`src/rtl/scan_pkg.sv`:
```
// scan_pkg: shared state type, slot constants and helpers for the scan sequencer.
package scan_pkg;
  typedef enum logic [1:0] {IDLE, BLANK, ON} state_t;
  localparam int NUM_SLOTS = 4;
  localparam int SEL_W = 2;
  function automatic logic [2:0] popcount4(input logic [3:0] m);
    return 3'(m[0]) + 3'(m[1]) + 3'(m[2]) + 3'(m[3]);
  endfunction
endpackage

```
`src/rtl/scan_next_sel.sv`:
```
// scan_next_sel: circular search for the next enabled slot after cur_sel, with wrap and empty-mask flags.
module scan_next_sel
  import scan_pkg::*;
(
  input  logic [SEL_W-1:0]     cur_sel,
  input  logic [NUM_SLOTS-1:0] digit_mask,
  output logic [SEL_W-1:0]     next_sel,
  output logic                 wrap,
  output logic                 none
);
  // Descending scan so the nearest set bit after cur_sel wins; k=NUM_SLOTS lands on cur_sel itself.
  always_comb begin
    next_sel = cur_sel;
    for (int k = NUM_SLOTS; k >= 1; k--)
      if (digit_mask[cur_sel + SEL_W'(k)]) next_sel = cur_sel + SEL_W'(k);
  end
  assign none = ~|digit_mask;
  assign wrap = ~none & (next_sel <= cur_sel);
endmodule

```
`src/rtl/scan_sequencer.sv`:
```
// scan_sequencer: time-multiplexed 4-slot select/enable driver with blanking, slot masking and frame pulse.
// Optional SCAN_BRIGHTNESS_EN adds a 4-bit brightness input that trims the enabled portion of each ON phase.
module scan_sequencer
  import scan_pkg::*;
#(
  parameter int PRESCALE     = 1000,
  parameter int BLANK_CYCLES = 4,
  parameter int CNT_W        = 16
) (
  input  logic                 clk,
  input  logic                 rst_n,
  input  logic                 start,
  input  logic                 stop,
  input  logic [NUM_SLOTS-1:0] digit_mask,
`ifdef SCAN_BRIGHTNESS_EN
  input  logic [3:0]           brightness,
`endif
  output logic [SEL_W-1:0]     sel,
  output logic                 en,
  output logic                 busy,
  output logic                 frame_done
);
  localparam logic [CNT_W-1:0] P_LAST = CNT_W'(PRESCALE - 1);
  localparam logic [CNT_W-1:0] B_LAST = CNT_W'(BLANK_CYCLES - 1);
  state_t           state;
  logic [CNT_W-1:0] cnt, cnt_nx;
  logic [SEL_W-1:0] cur_sel, nsel;
  logic             wrap, none, en_first, en_next, go, boundary;
  // In IDLE, searching from the top slot yields the lowest set bit.
  assign cur_sel  = state == IDLE ? SEL_W'(NUM_SLOTS - 1) : sel;
  assign cnt_nx   = cnt + CNT_W'(1);
  assign go       = state == IDLE && start && !none;
  assign boundary = state == ON && cnt == P_LAST;
  scan_next_sel u_next (
    .cur_sel   (cur_sel),
    .digit_mask(digit_mask),
    .next_sel  (nsel),
    .wrap      (wrap),
    .none      (none)
  );
`ifdef SCAN_BRIGHTNESS_EN
  logic [CNT_W+3:0] prod;
  logic [CNT_W-1:0] thr;
  assign prod = ((CNT_W+4)'(brightness) + (CNT_W+4)'(1)) * (CNT_W+4)'(PRESCALE);
  always_ff @(posedge clk or negedge rst_n)
    if (!rst_n) thr <= '0;
    else if (go || boundary) thr <= CNT_W'(prod >> 4);
  assign en_first = thr != '0;
  assign en_next  = cnt_nx < thr;
`else
  assign en_first = 1'b1;
  assign en_next  = 1'b1;
`endif
  always_ff @(posedge clk or negedge rst_n) begin
    if (!rst_n) begin
      state      <= IDLE;
      cnt        <= '0;
      sel        <= '0;
      en         <= 1'b0;
      busy       <= 1'b0;
      frame_done <= 1'b0;
    end else begin
      frame_done <= 1'b0;
      case (state)
        IDLE: if (go) begin
          state <= BLANK;
          sel   <= nsel;
          cnt   <= '0;
          busy  <= 1'b1;
        end
        BLANK: if (cnt == B_LAST) begin
          state <= ON;
          cnt   <= '0;
          en    <= en_first;
        end else cnt <= cnt_nx;
        ON: if (boundary) begin
          cnt        <= '0;
          en         <= 1'b0;
          frame_done <= wrap;
          if (stop || none) begin
            state <= IDLE;
            busy  <= 1'b0;
          end else begin
            state <= BLANK;
            sel   <= nsel;
          end
        end else begin
          cnt <= cnt_nx;
          en  <= en_next;
        end
        default: state <= IDLE;
      endcase
    end
  end
endmodule
```
`config.mk`:
```
export PLATFORM = sky130hd
export DESIGN_NAME = scan_sequencer
export DESIGN_NICKNAME = d
export VERILOG_FILES = /design/src/rtl/scan_pkg.sv /design/src/rtl/scan_next_sel.sv /design/src/rtl/scan_sequencer.sv
export SDC_FILE = /design/constraint.sdc
export NUM_CORES = 1
export LEC_CHECK = 0
export ABC_AREA = 0
export BUFFER_PORTS_ARGS = -buffer_cell sky130_fd_sc_hd__buf_2
export CAP_MARGIN = 5
export CORE_MARGIN = 10
export CORE_UTILIZATION = 40
export DETAILED_ROUTE_END_ITERATION = 16
export SLEW_MARGIN = 20
export SYNTH_ARGS = -nofsm -noshare
export SYNTH_HDL_FRONTEND = slang
export SYNTH_SLANG_ARGS = --single-unit
export TNS_END_PERCENT = 5
```
`constraint.sdc`:
```
create_clock -name clk -period 2.8 [get_ports clk]
set_input_delay 0.56 -clock clk [delete_from_list [all_inputs] [get_ports clk]]
set_output_delay 0.56 -clock clk [all_outputs]
set_load 0.1 [all_outputs]
```
After elaboration in Yosys (flattened, before gate mapping)
Index checks and enable logic that the tools add are counted.
- flip-flop bits (word level): 23
- bits of input ports: 8
- output and inout port bits: 5
- logic and storage cells: 71
- $add $sub $neg: 4
- $lt $le $gt $ge: 4
- eq/ne operators: 9
- muxes and demuxes: 32
- bitwise gates (word level): 1
- reduce and logical (&&, ||, !) cells: 15
- operator list (cell ; number):
    2-to-1 mux 16 bit ; 3
    one-hot mux 16 bit (3 select lines) ; 1
    2-to-1 mux 2 bit ; 10
    adder 16 x 1 -> 16 bit (second input constant) ; 1
    == test 16 x 10 -> 1 bit (second input constant) ; 1
    == test 16 x 2 -> 1 bit (second input constant) ; 1
    2-to-1 mux 1 bit ; 11
    less-than comparator 2 x 3 -> 1 bit (second input constant) ; 3
    inequality test 2 bit (second input constant) ; 4
    AND reduction 4 bit ; 2
    binary-select mux 1 bit (select 2 bit) ; 3
    one-hot mux 2 bit (3 select lines) ; 1
    adder 2 bit (second input constant) ; 2
    one-hot mux 1 bit (2 select lines) ; 2
    one-hot mux 2 bit (2 select lines) ; 1
    AND reduction 2 bit ; 2
    nonzero test 2 bit ; 2
    OR reduction 4 bit ; 1
    logical AND 1 bit ; 3
    AND reduction 3 bit ; 1
    nonzero test 3 bit ; 1
    adder 2 x 1 -> 2 bit (second input constant) ; 1
    == test 2 x 1 -> 1 bit (second input constant) ; 1
    == test 2 bit (second input constant) ; 1
    other kinds (6) ; 6

Longest topological paths before layout
- word-level depth: 12
- gate-level depth with buffers: 12
- gate-level depth less buffers: 11

Hierarchy
A second synthesis with hierarchy kept.
- cell total of the unflattened synthesis: 177
- area total of the unflattened synthesis: 1595.3 um2
- modules (own cells, without submodules) (module ; instances ; cells each ; area each (um2) ; sequential area each (um2)):
    scan_sequencer ; 1 ; 155 ; 1461.4 ; 575.6
    scan_next_sel ; 1 ; 22 ; 133.9 ; 0.0

Least setup slack after synthesis
OpenSTA, ideal clock, no wires.
- path kind: register to register
- start point: register sel[1]
- end point: register frame_done
- library setup time: 0.086 ns
- data arrival time: 2.305 ns
- required time: 2.714 ns
- setup slack: 0.409 ns
- stages on the path, launching flop included: 11
- path buffers: 1
- period minus slack after synthesis: 2.391 ns
- cell sequence: dfrtp_1 > buf_6 > nor2b_1 > a211oi_2 > o22ai_1 > o21ai_1 > a21oi_1 > ha_1 > a21oi_1 > a21oi_1 > nor3_1
- word-level cells in the longest chain between the ends: 11
- elaborated cells on any way between the ends: 17
- classes of those cells: add/sub (3); order compare (1); mux (12); bitwise (1)
- ends and longest elaborated chain (what ; line ; RTL):
    start: declaration ; scan_sequencer.sv:18 ; output logic [SEL_W-1:0] sel,
    start signal: assignment ; scan_sequencer.sv:67 ; sel <= nsel;
    start signal: assignment ; scan_sequencer.sv:85 ; sel <= nsel;
    2-to-1 mux 2 bit (*) ; scan_sequencer.sv:30 ; assign cur_sel = state == IDLE ? SEL_W'(NUM_SLOTS - 1) : sel;
    adder 2 bit ; scan_next_sel.sv:15 ; if (digit_mask[cur_sel + SEL_W'(k)]) next_sel = cur_sel + SEL_W'(k);
    binary-select mux 1 bit (select 2 bit) ; scan_next_sel.sv:15 ;
    2-to-1 mux 1 bit (implied by the code) ; scan_next_sel.sv:15 ;
    2-to-1 mux 2 bit (2 in a row) ; scan_next_sel.sv:15 ;
    2-to-1 mux 2 bit (*) ; scan_next_sel.sv:15 ;
    via nsel[1] ; scan_sequencer.sv:27 ; logic [SEL_W-1:0] cur_sel, nsel;
    less-or-equal comparator 2 bit (*) ; scan_next_sel.sv:18 ; assign wrap = ~none & (next_sel <= cur_sel);
    bitwise AND 1 bit (*) ; scan_next_sel.sv:18 ;
    2-to-1 mux 1 bit (*) ; scan_sequencer.sv:76 ; ON: if (boundary) begin
    2-to-1 mux 1 bit (*) ; scan_sequencer.sv:64 ; case (state)
    end signal: assignment ; scan_sequencer.sv:79 ; frame_done <= wrap;
    end: declaration ; scan_sequencer.sv:21 ; output logic frame_done
Mark *: on every way through the listed nets, which the timed path passes. The rest lies on a longest branch. The select of a mux whose other input is x is not followed.
A chain may end at the register's enable or synchronous reset.

Final worst setup path
- start point: register state[0]
- end point: register frame_done
- word-level cells in the longest chain between the ends: 12
- elaborated cells on any way between the ends: 20
- classes of those cells: add/sub (3); order compare (1); eq/ne (1); mux (12); bitwise (1); reduce/logical (2)
- ends and longest elaborated chain (what ; line ; RTL):
    start: declaration ; scan_sequencer.sv:25 ; state_t state;
    start signal: assignment ; scan_sequencer.sv:56 ; state <= IDLE;
    start signal: assignment ; scan_sequencer.sv:66 ; state <= BLANK;
    start signal: assignment ; scan_sequencer.sv:72 ; state <= ON;
    zero test 2 bit (*) ; scan_sequencer.sv:30 ;
    2-to-1 mux 2 bit (*) ; scan_sequencer.sv:30 ;
    adder 2 bit ; scan_next_sel.sv:15 ;
    binary-select mux 1 bit (select 2 bit) ; scan_next_sel.sv:15 ;
    2-to-1 mux 1 bit (implied by the code) ; scan_next_sel.sv:15 ;
    2-to-1 mux 2 bit (2 in a row) ; scan_next_sel.sv:15 ;
    2-to-1 mux 2 bit (*) ; scan_next_sel.sv:15 ;
    via nsel[1] ; scan_sequencer.sv:27 ;
    less-or-equal comparator 2 bit (*) ; scan_next_sel.sv:18 ;
    bitwise AND 1 bit (*) ; scan_next_sel.sv:18 ;
    2-to-1 mux 1 bit (*) ; scan_sequencer.sv:76 ;
    2-to-1 mux 1 bit (*) ; scan_sequencer.sv:64 ;
Marked as above.

==> metrics.txt <==
top cells by area, synth dfrtp_1 36%, a21oi_1 5.1%, ha_1 4.7%, nand2_1 3.6%, nor2_1 3.3%; Rows 22; Vias about 1,400; drt first pass iters 4; final wirelength 3610 µm; chip width 82.9 µm; Peak Freq ~0.42 GHz; DRT iter0 DRCs 89; largest family of logic cells by synthesized area compound AO/OA/AOI/OAI gates; Worst Path Required 2980 ps; initial core utilization between 40 and 50%; post-synth net total about 190; # port buffers 12; fin crit share between 80 and 90%; WL per Instance between 15 and 20 µm; first-pass GRT wire length 6330 µm; min cycle time layout around 2400 ps; hold crit path type primary input to asynchronous set/reset pin; Synth Area in Adders about 4.7%; Worst Path Arrival between 2000 and 3000 ps; CTS Buf Count 3; Core Region between 3000 and 4000 µm²; RSZ-0062 raised after global routing false; Post-Syn Area between 1500 and 2000 µm²; WS Path Type flop to flop; die height between 80 and 90 µm; die area 6880 µm²; GP Congestion approximately 0.8; vias in the first global route approximately 1,400; largest net degree at the start of global routing 24; complex-gate fraction of the synthesized area ~25%; CTS clk-pin slew, worst paths 80 ps; slowest stage delay, CP 410 ps; Slew Viols, Final 0; HPWL Detailed 2720 µm; CTS Hold Buffers Added 0; total grt overflow 0; CTS tree done; final setup vio count 0; Area growth syn-to-layout 7.35%; total track usage between 10% and 20%; Clk Latency, worst-skew pair between 200 and 300 ps; Slew HR between 60% and 70%; DP Area about 1700 µm²; fin nets about 200; Max-Cap Viols 0; number of distinct library cells after synthesis 50; worst path cell trace inv_1 -> ha_1 -> a21oi_1 -> o22ai_1 -> o21ai_1 -> a21oi_1 -> ha_1 -> a21oi_1 -> a21oi_1 -> nor3_1; LEAKAGE roughly 0.00079 µW; Worst Tran Pin Value approximately 510 ps; post-synthesis simple-gate area fraction roughly a quarter; CTS max path bufs 2; Cell Pwr Density between 300 and 400 nW/µm²; Reg area roughly 580 µm²; Yosys top cell by area dfrtp_1; Critical Path Start Type flop; Top-Level Pins 13; Multi-input gate area 925 µm²; DRC Markers 0; Setup TNS Final 0 ps; most used cell, CP a21oi_1; XOR/XNOR Fraction of Synth Area 1.66%; Diodes inserted 0; flops & latches, synth 23; CP Capture Type flop; VDD IR max 0.000198 V; Final Util between 40% and 50%; fill cell count between 300 and 400; post_cts resized 0; Hold Vio Cnt, Final 0; post-synthesis mux area share approximately 2.7%; CP max FO 10; Critical-path top delay cell dfrtp_1; Cells after Synth ~180; postcts setup bufs 0; initial antenna violation count 0; syn avg cell area approximately 9 µm²; H-Tree Depth 1; clock sinks 23; Yosys warnings 0; Routed Antenna Nets 0; post-synth top area share between 30 and 40%; sequential area share after synthesis 36.3%; design area between 1500 and 2000 µm²; clk root buf clkbuf_8; Worst Clk Skew between 5 and 6 ps; outcome complete, no violations; layout cell share with drive strength beyond 1 around 15%; Via density 5.78
## metal layers
metal  track usage, %  up-vias  wire, µm  part of all wire (%)
met5                0        -         0                     0
met4             5.38        0        62                   1.7
met3             2.34        7       187                   5.2
met2             17.1       39      1710                    47
met1             12.5      645      1650                    46
li1                 -      679         -                     -
## synth_stat cells (all sizes together)
| library cell | n |
|---|---|
| dfrtp | 23 |
| nand2 | 17 |
| a21oi | 16 |
| nor2 | 15 |
| o21ai | 14 |
| and3 | 9 |
| inv | 7 |
| nand3 | 7 |
| ha | 6 |
| nor2b | 6 |
| a22o | 5 |
| buf | 5 |
| a31oi | 4 |
| nand2b | 4 |
| nor3 | 4 |
| a21o | 3 |
| nor4 | 3 |
| o22ai | 3 |
| xor2 | 3 |
| a211oi | 2 |
| a21boi | 2 |
| and4 | 2 |
| clkbuf | 2 |
| mux2 | 2 |
| mux2i | 2 |
| nand4 | 2 |
| o41ai | 2 |
| a21bo | 1 |
| a221o | 1 |
| a2bb2oi | 1 |
| a41o | 1 |
| and2 | 1 |
| nor3b | 1 |
| o22a | 1 |
| o2bb2ai | 1 |
| o31ai | 1 |
## where the power goes
group | internal [µW] | total, µW | switching [µW] | leakage [µW]
Combinational | 12.0 | 40.8 | 28.7 | 0.000473
Sequential | 333 | 333 | 0.824 | 0.000294
Clock | 99.4 | 207 | 107 | 0.0000255
Total | 444 | 581 | 137 | 0.000793
## final cells by class
type / instances / share of cell area [%]
Clock inverter: 1 / 0.294
Multi-Input combinational cell: 142 / 54.4
Tap cell: 48 / 3.53
Timing Repair Buffer: 13 / 3.97
Clock buffer: 3 / 2.43
Sequential cell: 23 / 33.8
Inverter: 7 / 1.55
## per-stage QoR
| step | setup slack, ps | instances | power, µW | hold slack (ps) |
|---|---|---|---|---|
| 2_1_floorplan | 409 | 179 | 360 | 264 |
| 3_3_place_gp | 591 | 233 | 379 | 519 |
| 3_5_place_dp | 437 | 233 | 381 | 518 |
| 4_1_cts | 423 | 237 | 591 | 274 |
| 5_1_grt | 133 | 237 | 612 | 290 |
| 6_report | 429 | 237 | 581 | 254 |
## cell families after synthesis
group,after synthesis
muxes,4
and+or+nand+nor,71
buffers and inverters,14
DFF,23
adders and majority gates,6
xor gates and xnor gates,3
AOI/OAI and AO/OA,58
## flip-flops by register name, summed over array words and instances, names as in the netlist
name        count
cnt            16
sel             2
state           2
busy            1
en              1
frame_done      1
## critical path: cells and delay by family, from the launching register on
kind                       cells  cell delay [ps]
buffers and inverters          1              110
adders and majority gates      2              680
AOI/OAI and AO/OA              6              900
and+or+nand+nor                1              190
DFF                            1              410
## layout by cell type, fill, tap and decap left out, types with 2 or more instances in the layout
master / netlist / routed
o21ai_0: 5 / 5
buf_2: 1 / 12
nand2_2: 2 / 2
o22ai_1: 3 / 3
a22o_1: 5 / 5
dfrtp_1: 23 / 23
o21ai_1: 9 / 9
xor2_1: 3 / 3
and3_1: 8 / 8
nor2b_1: 6 / 6
a21oi_1: 16 / 16
inv_1: 7 / 7
mux2i_1: 2 / 2
nand2b_1: 3 / 3
nor3_1: 4 / 4
nor2_1: 14 / 14
clkbuf_8: 0 / 3
nand4_1: 2 / 2
nor4_1: 3 / 3
nand2_1: 15 / 15
a31oi_1: 4 / 4
nand3_1: 7 / 7
a21o_1: 2 / 2
ha_1: 6 / 6
## final timing paths
check                      depth (start not counted)      from  slack, ps         end
setup / recovery                                  10  state[0]        430  frame_done
max in group asynchronous                          1     rst_n       2200          en
setup reg to reg                                  10  state[0]        430  frame_done
hold reg to reg                                    2    cnt[1]        530      cnt[1]
hold / removal                                     1     rst_n        250      cnt[5]
min in group clk                                   2    cnt[1]        530      cnt[1]
Note: power is estimated with default switching activity, not from simulation.
